==> src/rtl/vga800_pkg.sv <==
// Shared constants and types for the 800x600 4bpp VRAM write side.
package vga800_pkg;

    localparam int unsigned LINE_BYTES = 400;
    localparam int unsigned LINES      = 600;
    localparam int unsigned VRAM_AW    = 18;
    localparam int unsigned XW         = 9;
    localparam int unsigned YW         = 10;
    localparam int unsigned CW         = 8;

    typedef enum logic [1:0] {
        ST_IDLE  = 2'd0,
        ST_SETUP = 2'd1,
        ST_RUN   = 2'd2,
        ST_DONE  = 2'd3
    } fill_state_e;

    typedef struct packed {
        logic [XW-1:0] x;
        logic [YW-1:0] y;
        logic [XW-1:0] w;
        logic [YW-1:0] h;
        logic [CW-1:0] color;
    } fill_cmd_t;

    // Length of [start, start+len) that survives clipping against [0, limit).
    function automatic logic [YW-1:0] clip_len(input logic [YW-1:0] start,
                                               input logic [YW-1:0] len,
                                               input logic [YW-1:0] limit);
        logic [YW-1:0] room;
        if (start >= limit) begin
            clip_len = '0;
        end else begin
            room     = limit - start;
            clip_len = (len < room) ? len : room;
        end
    endfunction

endpackage

==> src/rtl/vram_fill.sv <==
// Rectangle-fill engine: writes a constant byte into a clipped VRAM rectangle,
// one byte per clock, on the VRAM write port.
module vram_fill
    import vga800_pkg::*;
(
    input  logic               clock,
    input  logic               reset,
    input  logic               cmd_valid,
    output logic               cmd_ready,
    input  logic [XW-1:0]      cmd_x,
    input  logic [YW-1:0]      cmd_y,
    input  logic [XW-1:0]      cmd_w,
    input  logic [YW-1:0]      cmd_h,
    input  logic [CW-1:0]      cmd_color,
    output logic               busy,
    output logic               done,
    output logic               vram_we,
    output logic [VRAM_AW-1:0] vram_address,
    output logic [CW-1:0]      vram_data
);

    fill_state_e        state_q, state_d;
    fill_cmd_t          cmd_q, cmd_d;
    logic [XW-1:0]      ew_q, ew_d;
    logic [YW-1:0]      eh_q, eh_d;
    logic [XW-1:0]      col_q, col_d;
    logic [YW-1:0]      row_q, row_d;
    logic [VRAM_AW-1:0] row_base_q, row_base_d;
    logic               ready_q, ready_d;
    logic               busy_q, busy_d;
    logic               done_q, done_d;
    logic               we_q, we_d;
    logic [VRAM_AW-1:0] addr_q, addr_d;
    logic [CW-1:0]      data_q, data_d;

    logic [XW-1:0]      ew_c;
    logic [YW-1:0]      eh_c;

    // Clipped extents of the latched command.
    assign ew_c = XW'(clip_len(YW'(cmd_q.x), YW'(cmd_q.w), YW'(LINE_BYTES)));
    assign eh_c = clip_len(cmd_q.y, cmd_q.h, YW'(LINES));

    // Next-state and registered-output logic.
    always_comb begin
        state_d    = state_q;
        cmd_d      = cmd_q;
        ew_d       = ew_q;
        eh_d       = eh_q;
        col_d      = col_q;
        row_d      = row_q;
        row_base_d = row_base_q;
        ready_d    = ready_q;
        busy_d     = busy_q;
        done_d     = 1'b0;
        we_d       = 1'b0;
        addr_d     = addr_q;
        data_d     = data_q;

        case (state_q)
            ST_IDLE: begin
                ready_d = 1'b1;
                if (cmd_valid) begin
                    cmd_d.x     = cmd_x;
                    cmd_d.y     = cmd_y;
                    cmd_d.w     = cmd_w;
                    cmd_d.h     = cmd_h;
                    cmd_d.color = cmd_color;
                    ready_d     = 1'b0;
                    busy_d      = 1'b1;
                    state_d     = ST_SETUP;
                end
            end

            ST_SETUP: begin
                ew_d       = ew_c;
                eh_d       = eh_c;
                col_d      = '0;
                row_d      = '0;
                row_base_d = VRAM_AW'(cmd_q.y) * VRAM_AW'(LINE_BYTES);
                if ((ew_c == '0) || (eh_c == '0)) begin
                    done_d  = 1'b1;
                    state_d = ST_DONE;
                end else begin
                    we_d    = 1'b1;
                    addr_d  = row_base_d + VRAM_AW'(cmd_q.x);
                    data_d  = cmd_q.color;
                    state_d = ST_RUN;
                end
            end

            ST_RUN: begin
                if (col_q == ew_q - XW'(1)) begin
                    if (row_q == eh_q - YW'(1)) begin
                        done_d  = 1'b1;
                        state_d = ST_DONE;
                    end else begin
                        col_d      = '0;
                        row_d      = row_q + YW'(1);
                        row_base_d = row_base_q + VRAM_AW'(LINE_BYTES);
                        we_d       = 1'b1;
                        addr_d     = row_base_d + VRAM_AW'(cmd_q.x);
                    end
                end else begin
                    col_d  = col_q + XW'(1);
                    we_d   = 1'b1;
                    addr_d = addr_q + VRAM_AW'(1);
                end
            end

            ST_DONE: begin
                busy_d  = 1'b0;
                ready_d = 1'b1;
                state_d = ST_IDLE;
            end

            default: begin
                busy_d  = 1'b0;
                ready_d = 1'b1;
                state_d = ST_IDLE;
            end
        endcase
    end

    // State and output registers; reset abandons any fill in progress.
    always_ff @(posedge clock) begin
        if (reset) begin
            state_q    <= ST_IDLE;
            cmd_q      <= '0;
            ew_q       <= '0;
            eh_q       <= '0;
            col_q      <= '0;
            row_q      <= '0;
            row_base_q <= '0;
            ready_q    <= 1'b1;
            busy_q     <= 1'b0;
            done_q     <= 1'b0;
            we_q       <= 1'b0;
            addr_q     <= '0;
            data_q     <= '0;
        end else begin
            state_q    <= state_d;
            cmd_q      <= cmd_d;
            ew_q       <= ew_d;
            eh_q       <= eh_d;
            col_q      <= col_d;
            row_q      <= row_d;
            row_base_q <= row_base_d;
            ready_q    <= ready_d;
            busy_q     <= busy_d;
            done_q     <= done_d;
            we_q       <= we_d;
            addr_q     <= addr_d;
            data_q     <= data_d;
        end
    end

    assign cmd_ready    = ready_q;
    assign busy         = busy_q;
    assign done         = done_q;
    assign vram_we      = we_q;
    assign vram_address = addr_q;
    assign vram_data    = data_q;

endmodule

==> config.mk <==
export PLATFORM = sky130hd
export DESIGN_NAME = vram_fill
export DESIGN_NICKNAME = d
export VERILOG_FILES = /design/src/rtl/vga800_pkg.sv /design/src/rtl/vram_fill.sv
export SDC_FILE = /design/constraint.sdc
export NUM_CORES = 1
export LEC_CHECK = 0
export ABC_AREA = 1
export CORE_MARGIN = 10
export CORE_UTILIZATION = 60
export DETAILED_ROUTE_END_ITERATION = 6
export MAX_ROUTING_LAYER = met4
export PLACE_DENSITY = 0.93
export SLEW_MARGIN = 0
export SYNTH_ARGS = -nofsm -noshare
export SYNTH_HDL_FRONTEND = slang
export SYNTH_SLANG_ARGS = --single-unit
export TNS_END_PERCENT = 100
==> constraint.sdc <==
create_clock -name clock -period 5 [get_ports clock]
set_clock_uncertainty 0.05 [all_clocks]
set_input_delay 1 -clock clock [delete_from_list [all_inputs] [get_ports clock]]
set_output_delay 1 -clock clock [all_outputs]
set_load 0.02 [all_outputs]
Word level (Yosys, flattened, before mapping)
Index checks and enable logic that the tools add are counted.
{ "classes": {"magnitude_cmp": 4, "mux": 34, "n_eq_ne": 11, "reduce_logical": 13, "mul": 1, "bitwise": 1, "n_addsub": 10} }
{ "ops": {"columns": ["cell", "n"], "rows": [
  ["$mux W18", 5],
  ["$pmux W18 S2", 2],
  ["$mux W10", 4],
  ["$add A18 B9 Y18", 2],
  ["$mux W9", 4],
  ["$pmux W10 S2", 1],
  ["$add A18 B1 Y18 const B", 1],
  ["$add A18 B9 Y18 const B", 1],
  ["$pmux W9 S2", 1],
  ["$mul A10 B5 Y14 const B", 1],
  ["$add A10 B1 Y10 const B", 1],
  ["$eq A10 B10 Y1", 1],
  ["$ge A10 B10 Y1 const B", 1],
  ["$logic_not A10 Y1", 1],
  ["$lt A10 B10 Y1", 1],
  ["$lt A9 B10 Y1", 1],
  ["$ne A2 B2 Y1 const B", 5],
  ["$sub A10 B1 Y10 const B", 1],
  ["$sub A10 B10 Y10 const A", 1],
  ["$sub A9 B9 Y10 const A", 1],
  ["$add A9 B1 Y9 const B", 1],
  ["$eq A9 B9 Y1", 1],
  ["$ge A9 B9 Y1 const B", 1],
  ["$logic_not A9 Y1", 1],
  ["14 further kinds", 34]
]} }
{ "totals": {"elab_cells": 91, "input_bits": 49, "out_inout_bits": 30, "regBits": 134} }

Longest topological paths before layout
Gate-level depths: netlist of run 1.
{ "logic_depth": {"word_depth": 8, "ltp_mapped": 29, "mapped_depth_nobuf": 27} }

Worst setup path before layout of run 1
Ideal clock, no wire load.
{ "synth_timing": {"kind": "reg-to-reg", "startpoint": "reg cmd_q[29] (netlist name)", "endpoint": "reg addr_q[16], in the netlist vram_address[16]", "period_less_slack_ps": 3403, "setup_slack_ps": 1597, "setup_ps": 110, "required_time_ps": 4840, "t_arrival_ps": 3243, "path_stages_with_launch": 20, "path_buffers": 0, "path_cell_list": "dfxtp_1 inv_1 ha_1 inv_1 ha_1 fa_1 ha_1 nand2_1 nand2_1 a31oi_1 xor2_1 nor2_1 nand2_1 nor2_1 nand3_1 o21ai_0 o21a_1 nand4_1 nand2_1 nor2_1"} }
{ "synth_between": {"elab_chain_cells": 8, "elab_cells_between_ends": 13, "classes_between": "2 x add/sub; 1 x mul; 2 x order compare; 1 x eq/ne; 4 x mux; 3 x reduce/logical"} }
{ "synth_rtl": {"columns": ["item", "line_no", "rtl"], "rows": [
  ["start: declaration", "vram_fill.sv:23", "fill_cmd_t cmd_q, cmd_d;"],
  ["start signal: assignment", "vram_fill.sv:142", "cmd_q <= cmd_d;"],
  ["branches (longest 8 deep; another with $add A18 B9 Y18)", null, null],
  ["end signal: assignment", "vram_fill.sv:152", "addr_q <= addr_d;"],
  ["end: declaration", "vram_fill.sv:33", "logic [VRAM_AW-1:0] addr_q, addr_d;"]
]} }
Parallel ways; which one is timed is not known. The select of a mux whose other input is x is not followed.
A chain may end at the register's enable or synchronous reset.

Final worst setup path of run 1
{ "layout_timing": {"startpoint": "reg cmd_q[28] (netlist name)", "endpoint": "reg addr_q[11], in the netlist vram_address[11]"} }
Same word-level chain as after synthesis.

==> metrics.csv, run 1 <==
stage;metric;value;unit
floorplanning;start_util;61.0;%
synth;netlist.area_leader.share;28.2;%
setup_path;cp_data_arrival_time;4.76;ns
synth;netlist_area;9240;sq um
synth;ys_ff_latch;130;
power_and_ir_drop;power.density;668;nW/um^2
clock_network;numCtsBuffers;17;
routing;drtIter0Drc;1269;
clock_network;ctsHoldBuffers;0;
synth;syn_inst;1329;
routing;first_pass_iters;7;
finish;area_delta_synth_final;16.1;%
floorplanning;dieArea;20800;sq um
setup_path;endpoint_kind;register;
clock_network;clk_latency;0.44;ns
finish;final_nets;1523;
synth;yosysTopAreaCell;dfxtp_1;
clock_network;ctsResizeCount;0;
place;io_buffers;78;
finish;fillers;1177;
setup_path;startpoint;cmd_q[28];
synth;syn_nets;1464;
synth;synth_area_leaders;dfxtp_1 (28%), ha_1 (11%), nand2_1 (10%);
global_route;first_global_vias;8711;
synth;async_reset_ff_share;0;%
sta;fin_tns_setup;0;ns
place;dpl.hpwl;18.7;mm
sta;drv_slew;0;
routing;vias;9160;
clock_network;cts.htree.levels;4;
global_route;grt_overflow;0;
synth;avgSynthCellArea;6.95;sq um
synth;yosys.cell_types.count;56;
finish;diodes;0;
synth;synth_edf_count;0;
synth;yosysWarnings;0;
clock_network;cts_setup_buffers;0;
sta;grt_setup_unrepaired;false;
setup_path;r2r-start;cmd_q[28];
setup_path;crit_required;5.28;ns
sta;fin_crit_sh;89.6;%
global_route;grt_max_degree;73;
routing;drc;0;
synth;yosysSeqAreaShare;28.2;%
setup_path;reg2regPathDepth;23;
global_route;antenna_found_initial;0;
sta;whs;0.398;ns
finish;layout-drive-gt1-share;6.21;%
clock_network;cts_root_buffer;clkbuf_16;
clock_network;clock_sink_count;130;
setup_path;worstPathMaxFanout;23;
floorplanning;ioPinCount;79;
hold_path;hold_path_class;register to register;
setup_path;critPathLaunchType;register;
floorplanning;die_x;144;um
run;drv_cap;0;
setup_path;r2r_slack;0.52;ns
routing;drt-vias-per-instance;5.76;
outcome;status;completed;
routing;routed_wl;25.6;mm
setup_path;path_class;register to register;
clock_network;cts_tree;built;
floorplanning;num_rows;45;
floorplanning;core_area;15100;sq um
global_route;gr-usage-all-layers;25.7;%
global_route;grt_pass1_wl;42.1;mm
sta;period_needed;4.48;ns
power_and_ir_drop;p_leak;4.98;nW
power_and_ir_drop;irDropWorstVdd;358;uV
sta;setup_viol;0;
clock_network;clk_pin_slew;0.07;ns
floorplanning;dieHeight;144;um
routing;wire_per_inst;16.1;um
clock_network;clockBufferDepth;2;
sta;hold_viol;0;
synth;synth-main-ff-cell;dfxtp_1;
sta;worstMarginPinSlew;0.856;ns
routing;ant_nets;0;
place;routabilityCongestion;0.956;
setup_path;critPathCapture;vram_address[11];
sta;max_slew_margin;42.9;%
setup_path;rr_endpoint;vram_address[11];
sta;fmaxAchievable;0.223;GHz
cell families (layout without fill, tap and decap cells):
kind of cell,count (synthesis),count (layout),synth area share [%]
AOI/OAI and AO/OA,291,291,17.0
xor gates and xnor gates,84,84,7.96
adders and majority gates,86,86,12.1
buffers and inverters,228,300,9.70
DFF,130,130,28.2
and+or+nand+nor,510,510,25.0
cell usage after synthesis (3+ instances only):
cell type / n
buf_1: 3
clkbuf_1: 30
buf_2: 8
nor3_1: 12
nor3_2: 5
fa_1: 6
nor3b_1: 3
inv_2: 5
or2_2: 4
ha_1: 80
a21oi_1: 116
nand3b_1: 4
nand2_2: 7
nand2_4: 5
dfxtp_1: 130
inv_1: 177
o21ai_0: 132
nand2_1: 248
xor2_1: 63
o211ai_1: 13
nand3_1: 51
nand4_1: 27
o21ai_1: 5
xnor2_1: 21
buf_6: 4
a211oi_1: 4
nor2_2: 5
o22ai_1: 5
nor2_1: 123
worst min-delay path by stage:
stage | from | endpoint | cells after the start
floorplan | row_base_q[11] | row_base_q[11] | 2
finish | vram_data[4] | vram_data[4] | 2
global placement | vram_data[7] | vram_data[7] | 2
CTS | vram_data[4] | vram_data[4] | 2
detailed placement | vram_data[4] | vram_data[4] | 2
global route | vram_data[5] | vram_data[5] | 2
power breakdown:
| group | leakage [nW] | internal [W] | switching (W) |
|---|---|---|---|
| registers | 1.07 | 0.00134 | 0.000336 |
| logic | 3.60 | 0.00148 | 0.00266 |
| clock network | 0.313 | 0.000774 | 0.000584 |
layer usage:
layer	routed length [um]	GRT usage [%]
met1	10300	29.9
met2	12200	42.2
met3	2030	5.18
met4	973	11.7
met5	0	-
worst max-delay path, stage by stage, from the launching register on:
cell      delay, ns
dfxtp_1        0.35
inv_1          0.18
ha_1           0.18
inv_1          0.05
nor2_2         0.12
nand2_1        0.08
nand2_1        0.12
nand2_1        0.10
nand2_1        0.11
xor2_1         0.28
ha_1           0.30
a21oi_1        0.16
o21ai_0        0.10
nor2_1         0.09
nand3_1        0.45
o211ai_1       0.51
nand2_1        0.08
nand3b_2       0.23
nand2_1        0.17
nand2_4        0.18
nand3_4        0.26
nand2_1        0.12
inv_1          0.07
nor2_1         0.04
flip-flops by register name (all words and copies together) (netlist names):
signal / cells
busy: 1
cmd_q: 46
cmd_ready: 1
col_q: 9
done: 1
eh_q: 10
ew_q: 9
row_base_q: 14
row_q: 10
state_q: 2
vram_address: 18
vram_data: 8
vram_we: 1
cell usage in the layout, fill, tap and decap left out, types with 6 or more instances in the layout:
cell               n
nand2_1          247
inv_1            177
o21ai_0          132
dfxtp_1          130
nor2_1           123
a21oi_1          116
ha_1              80
clkdlybuf4s50_1   78
xor2_1            63
nand3_1           51
nand4_1           27
xnor2_1           21
clkbuf_16         17
o211ai_1          13
nor3_1            12
inv_8              9
nand2_2            8
buf_4              7
inv_2              6
fa_1               6
metrics by stage:
stage / worst slack [ns] / instances / power [W] / instance area [sq um] / util (%)
6_report: 0.519 / 1589 / 0.00717 / 10700 / 70.8
5_1_grt: 0.0966 / 1589 / 0.00776 / 10700 / 70.8
4_1_cts: 0.607 / 1589 / 0.00707 / 10700 / 70.8
3_5_place_dp: 0.776 / 1557 / 0.00565 / 10100 / 66.7
3_3_place_gp: 0.925 / 1557 / 0.00551 / 10100 / 66.7
2_1_floorplan: 1.60 / 1329 / 0.00466 / 9240 / -
cell type report:
| cell class | instances | area, sq um | area share [%] |
|---|---|---|---|
| clock buffer | 17 | 425 | 3.97 |
| inverter | 183 | 687 | 6.40 |
| clock inverter | 15 | 204 | 1.90 |
| multi-input combinational | 971 | 5740 | 53.5 |
| sequential | 130 | 2600 | 24.3 |
| tap | 188 | 235 | 2.19 |
| timing repair buffer | 85 | 833 | 7.77 |
Power figures use the tool's default switching activity.
==> inputs of run 2 (changes only) <==
--- a/config.mk
+++ b/config.mk
@@ -11,6 +11,7 @@
 export DETAILED_ROUTE_END_ITERATION = 6
 export MAX_ROUTING_LAYER = met4
 export PLACE_DENSITY = 0.93
+export REMOVE_ABC_BUFFERS = 1
 export SLEW_MARGIN = 0
 export SYNTH_ARGS = -nofsm -noshare
 export SYNTH_HDL_FRONTEND = slang
==> run 2 against run 1 <==
Net effect:
- critical path depth up 1
- clock power down 10%
- via count down 0.39%
- critical endpoint is now vram_address[12]
- largest power group unchanged
==> metrics.csv, run 2 (synthesis results as in run 1) <==
stage;metric;value;unit
outcome;status;completed;
sta;max_slew_margin;49.6;%
finish;multi_input_area;5740;sq um
sta;setup_viol;0;
run;drv_cap;0;
routing;met1_length;10.3;mm
clock_network;clk_pin_slew;0.06;ns
finish;fillers;1152;
global_route;grt_overflow;0;
routing;drt-vias-per-instance;5.74;
floorplanning;die_x;144;um
setup_path;crit_top_cell;nand2_1;
sta;drv_slew;0;
routing;drc;0;
setup_path;worstPathCellList;inv_1, ha_1, inv_1, nor2_2, nand2_1, nand2_1, nand2_1, nand2_1, xor2_1, ha_1, a21oi_1, o21ai_0, nor2_1, nand3_1, o211ai_1, nand2_1, nor2_1, nand3b_2, nand2_1, nand2_4, nand3_4, nand2_1, inv_1, nor2_1;
floorplanning;num_rows;45;
finish;layout-drive-gt1-share;6.21;%
sta;fin_crit_sh;89.4;%
routing;wire_per_inst;15.6;um
routing;wl_met3;1.92;mm
power_and_ir_drop;power.density;650;nW/um^2
place;placed_area;10100;sq um
clock_network;clock_sink_count;130;
sta;grt_setup_unrepaired;false;
finish;diodes;0;
clock_network;cts.htree.levels;4;
finish;final_nets;1523;
clock_network;cts_tree;built;
clock_network;cts_setup_buffers;0;
sta;worst_slack;0.532;ns
power_and_ir_drop;irDropWorstVdd;347;uV
floorplanning;dieHeight;144;um
setup_path;path_delay_family;simple AND/OR/NAND/NOR gates;
finish;area_delta_synth_final;15.5;%
global_route;antenna_found_initial;0;
setup_path;worstPathMaxFanout;23;
hold_path;hold_path_class;register to register;
routing;ant_nets;0;
routing;drtIter0Drc;987;
setup_path;endpoint_kind;register;
global_route;grt_max_degree;65;
sta;fin_tns_setup;0;ns
clock_network;clockBufferDepth;2;
finish;utilization;70.5;%
sta;worstMarginPinSlew;0.755;ns
setup_path;path_class;register to register;
setup_path;path_buf_inv;3;
setup_path;crit_required;5.28;ns
clock_network;clk_latency;0.44;ns
floorplanning;ioPinCount;79;
setup_path;critical_path.max_stage_delay;0.48;ns
finish;fin_area;10700;sq um
place;pre_cts_slack;0.653;ns
floorplanning;dieArea;20800;sq um
power_and_ir_drop;finalPower;0.00694;W
floorplanning;start_util;61.0;%
setup_path;cp_data_arrival_time;4.75;ns
finish;regArea;2600;sq um
setup_path;cp_slowest_cell;nand3_1;
clock_network;numCtsBuffers;17;
sta;period_needed;4.47;ns
place;dpl.hpwl;17.7;mm
routing;dr_wl_met2;11.8;mm
finish;largest_register_ffs;46;
global_route;first_global_vias;8584;
global_route;grt_pass1_wl;41.0;mm
setup_path;critPathLaunchType;register;
clock_network;cts_root_buffer;clkbuf_16;
finish;top_register;cmd_q;
routing;vias;9124;
routing;top_layer;met4;
sta;hold_viol;0;
place;io_buffers;78;
setup_path;startpoint;cmd_q[28];
clock_network;ctsHoldBuffers;0;
global_route;gr-usage-all-layers;24.8;%
finish;layout_common_cells;nand2_1 (247), inv_1 (177), o21ai_0 (132);
routing;first_pass_iters;5;
hold_path;hold_start;vram_data[1];
power_and_ir_drop;p_leak;4.95;nW
floorplanning;core_area;15100;sq um
sta;fmaxAchievable;0.224;GHz
place;routabilityCongestion;0.996;
clock_network;ctsResizeCount;0;
setup_path;r2r-start;cmd_q[28];
finish;final_common_cell;nand2_1;
routing;routed_wl;24.9;mm
==> run 2: path summary, 6_finish.rpt <==
kind                                    endpoint  slack, ns  cells past startpoint
worst min-delay path                vram_data[1]       0.39                      2
worst max register to register  vram_address[12]       0.53                     24
worst min register to register      vram_data[1]       0.39                      2
worst max-delay path            vram_address[12]       0.53                     24
==> run 2: area by class of cell <==
class                           instances  area share (%)
Clock buffer                           18            4.12
Clock inverter                         14            1.24
Inverter                              183            6.44
Multi-Input combinational cell        971            53.8
Sequential cell                       130            24.4
Tap cell                              188            2.20
Timing Repair Buffer                   85            7.81
==> run 2: worst register-to-register path, cell delays in order, from the launching register on <==
cell and delay (ns):
dfxtp_1 0.35, inv_1 0.21, ha_1 0.19, inv_1 0.06, nor2_2 0.12, nand2_1 0.07
nand2_1 0.10, nand2_1 0.08, nand2_1 0.10, xor2_1 0.29, ha_1 0.31, a21oi_1 0.15
o21ai_0 0.09, nor2_1 0.11, nand3_1 0.48, o211ai_1 0.44, nand2_1 0.11, nor2_1 0.15
nand3b_2 0.13, nand2_1 0.14, nand2_4 0.16, nand3_4 0.27, nand2_1 0.10, inv_1 0.07
nor2_1 0.04
==> run 2: where the power goes <==
group	total (W)	leakage (nW)	internal, W	switching [W]
logic	0.00405	3.60	0.00147	0.00258
clock network	0.00122	0.279	0.000703	0.000522
registers	0.00166	1.07	0.00134	0.000322
total	0.00694	4.95	0.00351	0.00342
==> run 2: stage by stage <==
stage                     std cells  hold WS [ns]
final                          1589         0.392
after floorplan                1284         0.397
after CTS                      1589         0.394
after global placement         1557         0.381
after detailed placement       1557         0.385
after global routing           1589         0.416
==> run 2: metal layers <==
layer | GRT usage [%] | vias to the layer above
li1 | - | 4467
met1 | 29.5 | 4179
met2 | 40.1 | 402
met3 | 4.23 | 76
met4 | 11.8 | 0
met5 | - | -
==> inputs of run 3 (changes only) <==
--- a/config.mk
+++ b/config.mk
@@ -6,6 +6,7 @@
 export NUM_CORES = 1
 export LEC_CHECK = 0
 export ABC_AREA = 1
+export CORE_ASPECT_RATIO = 1.75
 export CORE_MARGIN = 10
 export CORE_UTILIZATION = 60
 export DETAILED_ROUTE_END_ITERATION = 6
==> run 3 against run 2 <==
Net effect:
- count of clock-buffer cells in the layout is 1 lower
- first-iteration DRC count shrank 37%
- core utilization fell by 0.44 points
- sequential power hardly changed
- via count increased by 0.24%
- fmax up 0.67%
- sequential share of layout area barely moved
- final area about the same
- non-clock buffer count unchanged
- register-to-register slack improved by 0.03 ns
- final cell count down 0.13%
- global-route usage grew 0.45 points
- largest power group unchanged
- highest routed layer unchanged
==> metrics.csv, run 3 (synthesis results as in run 1) <==
stage;metric;value;unit
outcome;status;completed;
hold_path;hold_path_class;register to register;
clock_network;clock_sink_count;130;
place;dpl.hpwl;18.5;mm
global_route;grt_pass1_wl;42.3;mm
sta;hold_viol;0;
setup_path;path_delay_family;simple AND/OR/NAND/NOR gates;
setup_path;endpoint_kind;register;
clock_network;ctsHoldBuffers;0;
clock_network;clockBufferDepth;2;
place;dp.cells;1555;
floorplanning;start_util;60.6;%
hold_path;hold_start;vram_data[7];
routing;ant_nets;0;
floorplanning;die_x;114;um
clock_network;cts.htree.levels;4;
sta;fin_crit_sh;88.8;%
floorplanning;dieArea;21000;sq um
sta;period_needed;4.44;ns
finish;largest_register_ffs;46;
run;drv_cap;0;
finish;area_delta_synth_final;15.5;%
finish;layout-drive-gt1-share;6.21;%
setup_path;startpoint;cmd_q[28];
setup_path;worstPathMaxFanout;23;
finish;final_nets;1523;
setup_path;cp_data_arrival_time;4.71;ns
sta;grt_setup_unrepaired;false;
setup_path;worstPathCellList;inv_1, ha_1, inv_1, nor2_2, nand2_1, nand2_1, nand2_1, nand2_1, xor2_1, ha_1, a21oi_1, o21ai_0, nor2_1, nand3_1, o211ai_1, nand2_1, nor2_1, nand3b_2, nand2_1, nand2_4, nand3_4, nand2_1, nand2_1, nor2_1;
global_route;gr-usage-all-layers;25.3;%
finish;fillers;1172;
routing;first_pass_iters;5;
finish;regArea;2600;sq um
floorplanning;dieHeight;184;um
power_and_ir_drop;p_leak;4.95;nW
global_route;grt_max_degree;66;
floorplanning;core_area;15200;sq um
sta;whs;0.393;ns
finish;multi_input_area;5740;sq um
setup_path;critPathLaunchType;register;
setup_path;path_class;register to register;
setup_path;cp_slowest_cell;nand3_1;
place;routabilityCongestion;0.994;
power_and_ir_drop;finalPower;0.00698;W
sta;setup_viol;0;
sta;worstMarginPinSlew;0.794;ns
clock_network;ctsResizeCount;0;
setup_path;path_buf_inv;2;
sta;fmaxAchievable;0.225;GHz
routing;wire_per_inst;16.1;um
global_route;grt_overflow;0;
finish;utilization;70.0;%
floorplanning;num_rows;60;
power_and_ir_drop;power.density;654;nW/um^2
global_route;first_global_vias;9101;
finish;instances_no_fill;1587;
routing;drc;0;
routing;vias;9146;
setup_path;crit_top_cell;nand2_1;
routing;drtIter0Drc;623;
power_and_ir_drop;irDropWorstVdd;332;uV
finish;top_register;cmd_q;
finish;layout_common_cells;nand2_1 (247), inv_1 (177), o21ai_0 (132);
finish;diodes;0;
clock_network;numCtsBuffers;17;
setup_path;crit_required;5.27;ns
clock_network;clk_latency;0.43;ns
setup_path;critical_path.max_stage_delay;0.48;ns
setup_path;r2r-start;cmd_q[28];
sta;fin_tns_setup;0;ns
sta;drv_slew;0;
place;io_buffers;78;
clock_network;cts_setup_buffers;0;
floorplanning;ioPinCount;79;
clock_network;cts_root_buffer;clkbuf_16;
sta;max_slew_margin;47.0;%
finish;final_common_cell;nand2_1;
clock_network;cts_tree;built;
clock_network;clk_pin_slew;0.06;ns
routing;routed_wl;25.6;mm
global_route;antenna_found_initial;0;
routing;drt-vias-per-instance;5.76;
run 3: where the power goes:
part           internal (W)  total (W)  switching (W)
sequential          0.00134    0.00167       0.000327
clock              0.000696    0.00122       0.000527
combinational       0.00148    0.00409        0.00261
total               0.00352    0.00698        0.00347
run 3: path summary, 6_finish.rpt:
check / to / slack, ns / cells after the start
max: vram_address[6] / 0.56 / 24
min: vram_data[7] / 0.39 / 2
max reg2reg: vram_address[6] / 0.56 / 24
min reg2reg: vram_data[7] / 0.39 / 2
run 3: per-layer routing:
metal	vias up	wire length, um	global-route usage [%]
li1	4471	-	-
met1	4222	9210	24.8
met2	342	13600	44.8
met3	111	1150	4.20
met4	0	1630	16.2
met5	-	0	-
run 3: stage by stage:
step	cell area [sq um]	setup WS [ns]
floorplan	9030	1.43
detailed placement	10100	0.779
global placement	10100	0.965
CTS	10700	0.730
global route	10700	0.228
finish	10700	0.562
run 3: cell type report:
cell class                 instances  share of cell area (%)
multi-input combinational        971                    53.8
sequential                       130                    24.4
timing repair buffer              85                    7.81
inverter                         183                    6.44
clock buffer                      17                    3.99
tap                              186                    2.18
clock inverter                    15                    1.38
run 3: worst register-to-register path, stage by stage (launching register included):
cell and delay [ns]:
dfxtp_1 0.34, inv_1 0.20, ha_1 0.19, inv_1 0.05, nor2_2 0.11, nand2_1 0.07
nand2_1 0.09, nand2_1 0.05, nand2_1 0.09, xor2_1 0.30, ha_1 0.31, a21oi_1 0.18
o21ai_0 0.12, nor2_1 0.12, nand3_1 0.48, o211ai_1 0.45, nand2_1 0.10, nor2_1 0.16
nand3b_2 0.11, nand2_1 0.12, nand2_4 0.16, nand3_4 0.28, nand2_1 0.10, nand2_1 0.07
nor2_1 0.04
